$ cat config.mk
export PLATFORM = sky130hd
export DESIGN_NAME = writeback_queue
export DESIGN_NICKNAME = d
export VERILOG_FILES = /design/src/rtl/writeback_queue_pkg.sv /design/src/rtl/writeback_queue_match.sv /design/src/rtl/writeback_queue.sv
export SDC_FILE = /design/constraint.sdc
export NUM_CORES = 1
export LEC_CHECK = 0
export BUFFER_PORTS_ARGS = -buffer_cell sky130_fd_sc_hd__buf_2
export CORE_ASPECT_RATIO = 1.25
export CORE_UTILIZATION = 45
export CTS_CLUSTER_SIZE = 24
export DETAILED_ROUTE_END_ITERATION = 8
export GPL_TIMING_DRIVEN = 0
export SETUP_SLACK_MARGIN = 0.4
export SLEW_MARGIN = 0
export SYNTH_ARGS = -nofsm -noshare
export SYNTH_HDL_FRONTEND = slang
export SYNTH_SLANG_ARGS = --single-unit
$ cat constraint.sdc
create_clock -name clock -period 8.1 [get_ports clock]
set_clock_uncertainty 0.1 [all_clocks]
set_input_delay 0 -clock clock [delete_from_list [all_inputs] [get_ports clock]]
set_output_delay 0 -clock clock [all_outputs]
set_load 0.02 [all_outputs]
$ cat src/rtl/writeback_queue_pkg.sv
// Shared widths and queue entry type for the register-file writeback path.
package writeback_queue_pkg;

  localparam int ADDR_W = 6;
  localparam int DATA_W = 32;

  typedef struct packed {
    logic [ADDR_W-1:0] rd;
    logic [DATA_W-1:0] data;
  } wb_entry_t;

endpackage

$ cat src/rtl/writeback_queue_match.sv
// Combinational youngest-first search over pending writebacks.
// Slot 0 is the oldest entry and slot N-1 the youngest.
module wb_match
  import writeback_queue_pkg::*;
#(
  parameter int N = 5
) (
  input  wb_entry_t [N-1:0]   entries,
  input  logic      [N-1:0]   valid,
  input  logic [ADDR_W-1:0]   addr,
  output logic                hit,
  output logic [DATA_W-1:0]   fwd
);

  // Later matches overwrite earlier ones, so the youngest match wins.
  always_comb begin
    hit = 1'b0;
    fwd = '0;
    for (int i = 0; i < N; i++) begin
      if (valid[i] && (entries[i].rd == addr) && (addr != '0)) begin
        hit = 1'b1;
        fwd = entries[i].data;
      end
    end
  end

endmodule

$ cat src/rtl/writeback_queue.sv
// In-order writeback queue merging ALU and load results onto the single
// register-file write port, with rs/rt bypass lookup of pending values.
module writeback_queue
  import writeback_queue_pkg::*;
#(
  parameter int DEPTH = 4
) (
  input  logic              clock,
  input  logic              reset,
  input  logic              alu_valid,
  input  logic [ADDR_W-1:0] alu_rd,
  input  logic [DATA_W-1:0] alu_data,
  output logic              alu_ready,
  input  logic              mem_valid,
  input  logic [ADDR_W-1:0] mem_rd,
  input  logic [DATA_W-1:0] mem_data,
  output logic              mem_ready,
  output logic              rf_write,
  output logic [ADDR_W-1:0] rf_rd_addr,
  output logic [DATA_W-1:0] rf_data_in,
  input  logic [ADDR_W-1:0] rs_addr,
  input  logic [ADDR_W-1:0] rt_addr,
  output logic              rs_hit,
  output logic [DATA_W-1:0] rs_fwd,
  output logic              rt_hit,
  output logic [DATA_W-1:0] rt_fwd,
  output logic              idle
);

  localparam int PTR_W = $clog2(DEPTH);
  localparam int CNT_W = PTR_W + 1;
  localparam logic [CNT_W-1:0] CNT_M1 = CNT_W'(DEPTH - 1);
  localparam logic [CNT_W-1:0] CNT_M2 = CNT_W'(DEPTH - 2);

  logic [PTR_W-1:0]       head_q, head_d;
  logic [PTR_W-1:0]       tail_q, tail_d;
  logic [CNT_W-1:0]       count_q, count_d;
  wb_entry_t [DEPTH-1:0]  entries_q, entries_d;
  logic                   rf_write_q, rf_write_d;
  logic [ADDR_W-1:0]      rf_rd_addr_q, rf_rd_addr_d;
  logic [DATA_W-1:0]      rf_data_in_q, rf_data_in_d;

  logic mem_push;
  logic alu_push;
  logic pop;

  // Ready looks only at the registered count; a pop this cycle earns no credit.
  assign mem_ready = (count_q <= CNT_M1);
  assign alu_ready = (count_q <= CNT_M2) || ((count_q == CNT_M1) && !mem_valid);

  assign mem_push = mem_valid && mem_ready && (mem_rd != '0);
  assign alu_push = alu_valid && alu_ready && (alu_rd != '0);
  assign pop      = (count_q != '0);

  always_comb begin
    entries_d    = entries_q;
    head_d       = head_q;
    tail_d       = tail_q;
    rf_write_d   = pop;
    rf_rd_addr_d = rf_rd_addr_q;
    rf_data_in_d = rf_data_in_q;
    if (pop) begin
      rf_rd_addr_d = entries_q[head_q].rd;
      rf_data_in_d = entries_q[head_q].data;
      head_d       = head_q + 1'b1;
    end
    // The load result is older than the ALU result when both arrive together.
    if (mem_push) begin
      entries_d[tail_d] = wb_entry_t'{rd: mem_rd, data: mem_data};
      tail_d            = tail_d + 1'b1;
    end
    if (alu_push) begin
      entries_d[tail_d] = wb_entry_t'{rd: alu_rd, data: alu_data};
      tail_d            = tail_d + 1'b1;
    end
    count_d = count_q + CNT_W'(mem_push) + CNT_W'(alu_push) - CNT_W'(pop);
  end

  always_ff @(posedge clock or posedge reset) begin
    if (reset) begin
      head_q       <= '0;
      tail_q       <= '0;
      count_q      <= '0;
      rf_write_q   <= 1'b0;
      rf_rd_addr_q <= '0;
      rf_data_in_q <= '0;
    end else begin
      head_q       <= head_d;
      tail_q       <= tail_d;
      count_q      <= count_d;
      rf_write_q   <= rf_write_d;
      rf_rd_addr_q <= rf_rd_addr_d;
      rf_data_in_q <= rf_data_in_d;
    end
  end

  always_ff @(posedge clock) begin
    entries_q <= entries_d;
  end

  wb_entry_t [DEPTH:0] search;
  logic      [DEPTH:0] search_valid;

  // Age order for the search: output register first, then queue head to tail.
  always_comb begin
    search[0]       = wb_entry_t'{rd: rf_rd_addr_q, data: rf_data_in_q};
    search_valid[0] = rf_write_q;
    for (int i = 0; i < DEPTH; i++) begin
      search[i+1]       = entries_q[head_q + PTR_W'(i)];
      search_valid[i+1] = (CNT_W'(i) < count_q);
    end
  end

  wb_match #(.N(DEPTH + 1)) u_rs_match (
    .entries (search),
    .valid   (search_valid),
    .addr    (rs_addr),
    .hit     (rs_hit),
    .fwd     (rs_fwd)
  );

  wb_match #(.N(DEPTH + 1)) u_rt_match (
    .entries (search),
    .valid   (search_valid),
    .addr    (rt_addr),
    .hit     (rt_hit),
    .fwd     (rt_fwd)
  );

  assign rf_write   = rf_write_q;
  assign rf_rd_addr = rf_rd_addr_q;
  assign rf_data_in = rf_data_in_q;
  assign idle       = (count_q == '0) && !rf_write_q;

endmodule

==> results of run 1 <==
==> where the power goes <==
| group | internal (uW) | switching, uW |
|---|---|---|
| Clock | 418 | 460 |
| Combinational | 2470 | 3690 |
| Sequential | 1540 | 612 |
==> kinds of logic after synthesis <==
logic type | count (synthesis) | synth area share [%]
multiplexers | 399 | 28.2
flip-flops | 198 | 27.2
buffers and inverters | 238 | 7.50
adder cells (fa/ha/maj) | 13 | 1.10
AND/OR/NAND/NOR | 471 | 12.7
XOR/XNOR | 61 | 3.46
AO/OA/AOI/OAI | 470 | 19.9
==> routing by layer <==
layer  up-vias  global-route usage [%]  routed length (um)
met3       251                    4.13                3110
met5         -                       0                   0
met1      7534                    39.1               23400
met4         0                    29.8                5960
met2       715                    64.1               31700
li1       7221                       -                   -
==> layout by cell type (no fill, tap or decap), types with 6 or more instances in the layout <==
cell and n:
nand2_1 209, a211o_1 18, clkbuf_1 91, nor2_1 196, nor2b_1 14, xnor2_1 50, nand2b_1 6, a211oi_1 16
mux2i_1 299, nand4_1 6, a22o_1 28, o21ai_0 103, buf_4 40, buf_1 17, mux4_2 20, o221ai_1 18
nor4_1 6, ha_1 12, a21oi_1 191, dlygate4sd3_1 116, xor2_1 11, inv_1 37, nand3_1 8, buf_2 230
o21ba_2 17, clkbuf_16 17, mux2_2 80, buf_6 8, a221oi_2 14, dfrtp_1 46, and2_1 6, o31ai_1 29
dfxtp_1 152
==> cell type report <==
type	count	area, sq um
Clock inverter	14	136
Timing Repair Buffer	304	2120
Multi-Input combinational cell	1414	10100
Tap cell	423	529
Antenna cell	1	2.50
Inverter	39	146
Fill cell	3195	15000
Clock buffer	18	439
Buffer	199	1010
Sequential cell	198	4190
==> through the flow <==
step                      worst slack (ps)  hold slack [ps]
after floorplan                       5110             49.2
after global placement                3900              191
after detailed placement              3850            -59.1
after CTS                             3780              131
after global routing                  3560              182
final                                 3640              144
==> sequential cells by signal, indices dropped and copies added (netlist names) <==
name / count
count_q: 3
entries_q: 152
head_q: 2
rf_data_in: 32
rf_rd_addr: 6
rf_write: 1
tail_q: 2
==> timing repair <==
item | in CTS | in global routing
resized for setup | 0 | 0
hold endpoints to repair | 198 | 0
buffers inserted | 0 | 0
hold buffers | 116 | 0
==> worst max-delay path, delay by kind of cell (launching register included) <==
family	cells	cell delay (ps)
AOI/OAI and AO/OA	3	680
DFF	1	560
adders and majority gates	1	330
buffers and inverters	5	2250
and+or+nand+nor	2	420
==> worst min path at each step <==
stage	from	endpoint	slack, ps	cells after the start
floorplan	alu_data[0]	entries_q[114]$_DFF_P_	50	2
global placement	alu_data[13]	entries_q[13]$_DFF_P_	190	3
detailed placement	reset	rf_write$_DFF_PP0_	-60	2
CTS	alu_valid	tail_q[0]$_DFF_PP0_	130	4
global route	alu_valid	tail_q[0]$_DFF_PP0_	180	4
finish	alu_valid	tail_q[0]$_DFF_PP0_	140	4
==> metrics.cfg, run 1 <==
[setup_path]
end_kind=flip-flop
cp.arrival_ps=4720
cp_cell_sequence=inv_1 -> ha_1 -> a21oi_1 -> nand2b_1 -> o311a_1 -> clkbuf_1 -> nand2_1 -> clkbuf_1 -> clkbuf_1 -> a21oi_1 -> dlygate4sd3_1
critPathLaunchType=flip-flop
r2r_setup_slack_ps=3640
r2r-start=count_q[2]$_DFF_PP0_
cp-startpoint=count_q[2]$_DFF_PP0_
endpoint=entries_q[95]$_DFF_P_
reg2reg_to=entries_q[95]$_DFF_P_
required_ps=8360
crit_path_frequent_cell=clkbuf_1
cp_slowest_cell=clkbuf_1
reg2regPathDepth=11
cp_max_fo=10
slowest_delay_ps=640
critPathKind=reg -> reg

[sta]
max_slew_margin_pct=32.4
slew_viol_final=0
hold_viol=0
grt_setup_unrepaired=no
fin_crit_ps=4460
post-route-period-util_pct=55.1
setup_viol=0
max_clock_freq_mhz=224
worst_pin_slew_ps=1010
fin_tns_setup_ps=0

[cells_and_area]
final_area_sq_mm=0.0187
drive_gt1_share_pct=20.7
instances_no_fill=2610
final_core_util_pct=55.4
area_delta_synth_final_pct=20.9
fin_nets=2278

[placed_design]
port_buffers=187
postPlaceCellArea_sq_mm=0.0169
gp_congestion=0.989
dpl.hpwl_mm=49.9
post-place-cells=2461

[floorplanning]
core_area_sq_mm=0.0337
io_pins=200
fp-row-count=75
dieWidth_um=168
die_h_um=209
dieArea_sq_mm=0.0350
initial_core_util_pct=45.8

[grt]
grt_usage_pct=36.4
grt_max_degree=32
antenna_found_initial=1
grt_pass1_wl_mm=94.3
grt_overflow_total=0
grt_pass1_vias=15559

[drt]
drt_iter0_drc=1549
antenna_left=0
avgRoutedWirePerCell_um=24.6
drc_errors=0
vias=15721
first_pass_iters=6
vias_per_cell=6.02
wl_mm=64.2

[synthesis]
yosysMostFrequentCell=mux2i_1
yosys.area.top_type=dfxtp_1
synth_area_leaders=dfxtp_1 20%, mux2i_1 19%, dfrtp_1 7.5%
yosys_register_bits=198
synth_warnings=0
synth_common_cells=299 x mux2i_1, 209 x nand2_1, 196 x nor2_1
synth_cell_types=60
synth-edff-count=0
synth_nets=1955
synthDominantCellAreaShare_pct=19.7
ys_seq_area_share_pct=27.2
ys.flop_type=dfxtp_1
synthesis.area_sq_mm=0.0154
syn_avg_cell_area_sq_um=8.34
syn_inst=1850
async_flop_share_pct=23.2

[power_and_ir_drop]
ir_drop_mv=0.213
fin_total_pwr_uw=9190
power.density_mw_per_mm2=492
power.leakage_uw=0.00874

[flow_run]
cap_violations=0

[worst_hold_path]
hp-class=in -> reg

[run_status]
status=completed

[clocking]
numCtsBuffers=17
cts.sinks=198
cts_tree=built
clk_pin_slew_ps=80
cts-root-buf=clkbuf_16
cts-htree-levels=4
cts.path.max_buffers=2
clock_latency_ps=470

(Power assumes the default switching activity.)
==> inputs of run 2 (changes only) <==
- PLACE_DENSITY: default -> 0.67
- clock period: 8.1 -> 4.05 ns (I/O delays scaled with it)
==> metrics.cfg, run 2 (synthesis gave the netlist of run 1 again) <==
[placed_design]
dpl.hpwl_mm=50.2
postPlaceCellArea_sq_mm=0.0169
port_buffers=187
gp_congestion=0.976

[floorplanning]
die_h_um=209
dieWidth_um=168
dieArea_sq_mm=0.0350
io_pins=200
initial_core_util_pct=45.8
core_area_sq_mm=0.0337
fp-row-count=75

[drt]
vias=16135
vias_per_cell=6.18
antenna_left=0
wl_mm=67.1
avgRoutedWirePerCell_um=25.7
drc_errors=0
drt_iter0_drc=1623
first_pass_iters=5

[power_and_ir_drop]
fin_total_pwr_uw=19500
ir_drop_mv=0.588
power.density_mw_per_mm2=973
power.leakage_uw=0.00923

[clocking]
cts-htree-levels=4
clock_latency_ps=490
cts.sinks=198
cts-root-buf=clkbuf_16
cts.path.max_buffers=2
clk_pin_slew_ps=80
cts_tree=built
numCtsBuffers=17

[sta]
max_clock_freq_mhz=252
whs_ps=12.5
worst_pin_slew_ps=1150
setup_viol=0
fin_tns_setup_ps=0
fin_crit_ps=3960
grt_setup_unrepaired=yes
slew_viol_final=0
post-route-period-util_pct=97.8
hold_viol=0
max_slew_margin_pct=22.7

[setup_path]
cp_max_fo=10
critPathLaunchType=flip-flop
end_kind=primary output
r2r-start=count_q[0]$_DFF_PP0_
cp.arrival_ps=3860
critPathKind=reg -> out
required_ps=3950
reg2reg_to=count_q[2]$_DFF_PP0_
reg2regPathDepth=8
r2r_setup_slack_ps=520

[grt]
grt_pass1_vias=15615
grt_overflow_total=0
grt_pass1_wl_mm=96.1
grt_usage_pct=37.2
grt_max_degree=31
antenna_found_initial=1

[cells_and_area]
largest-register=entries_q
mostFrequentLayoutCell=mux2i_1
area_delta_synth_final_pct=30.0
drive_gt1_share_pct=29.6
most-common-layout-cells=291 x mux2i_1, 195 x nand2_1, 181 x nor2_1, 181 x a21oi_1, 153 x buf_2
largest_reg_flops=152
fillers=2998
multi_input_area_sq_mm=0.0109
fin_nets=2277
ff_latch_area_sq_mm=0.00419
final_area_sq_mm=0.0201

[flow_run]
cap_violations=0

[worst_hold_path]
hp-class=in -> async

[run_status]
status=completed

## run 2: final cells by class
class                           count  area share (%)
Antenna cell                        1          0.0125
Buffer                            199            6.45
Clock buffer                       18            2.14
Clock inverter                     14           0.804
Inverter                           39           0.748
Multi-Input combinational cell   1415            54.1
Sequential cell                   198            20.9
Tap cell                          423            2.64
Timing Repair Buffer              302            12.2
## run 2: critical path, cell delays in order (launching register included)
cell and delay [ps]:
dfrtp_1 330, buf_4 180, buf_6 180, buf_6 190
clkbuf_4 250, clkbuf_4 310, mux2_2 380, o21ai_0 890
mux2i_1 200, a22o_1 330, buf_6 140
## run 2: report_power, final
part | internal [uW] | switching, uW | leakage (uW)
registers | 3080 | 1260 | 0.00181
clock network | 829 | 925 | 0.000284
logic | 5370 | 8070 | 0.00713
total | 9280 | 10200 | 0.00923
## run 2: worst max path at each step
stage	from	endpoint	slack [ps]	cells past startpoint
after CTS	head_q[1]$_DFFE_PP0N_	rs_fwd[9]	210	9
after global placement	count_q[0]$_DFF_PP0_	count_q[2]$_DFF_PP0_	-40	8
after floorplan	head_q[0]$_DFFE_PP0N_	rs_fwd[29]	1060	10
final	head_q[1]$_DFFE_PP0N_	rt_fwd[25]	90	10
after global routing	head_q[1]$_DFFE_PP0N_	rt_fwd[25]	80	10
after detailed placement	count_q[0]$_DFF_PP0_	count_q[2]$_DFF_PP0_	-100	8
## run 2: per-stage QoR
step                      utilization, %  std cells  setup slack [ps]
final                               59.6       2609              87.4
after global routing                59.6       2609              83.3
after CTS                           56.3       2594               214
after detailed placement            50.2       2461              -105
after global placement              50.2       2460             -36.4
after floorplan                        -       1850              1060
## run 2: timing repair
| item | CTS | global route |
|---|---|---|
| setup buffers | 22 | 6 |
| gates resized for setup | 140 | 276 |
| hold endpoints to repair | 198 | 0 |
| endpoints found under the setup margin | 68 | 208 |
| pin swaps | 25 | 63 |
| hold buffers | 77 | 0 |
| cloned | 2 | 8 |
## run 2: metal layers
| layer | vias to the layer above | part of all wire [%] | global-route usage (%) |
|---|---|---|---|
| li1 | 7240 | - | - |
| met1 | 7737 | 36 | 40.7 |
| met2 | 871 | 49 | 63.7 |
| met3 | 287 | 6.4 | 5.68 |
| met4 | 0 | 8.9 | 30.8 |
| met5 | - | 0 | 0 |
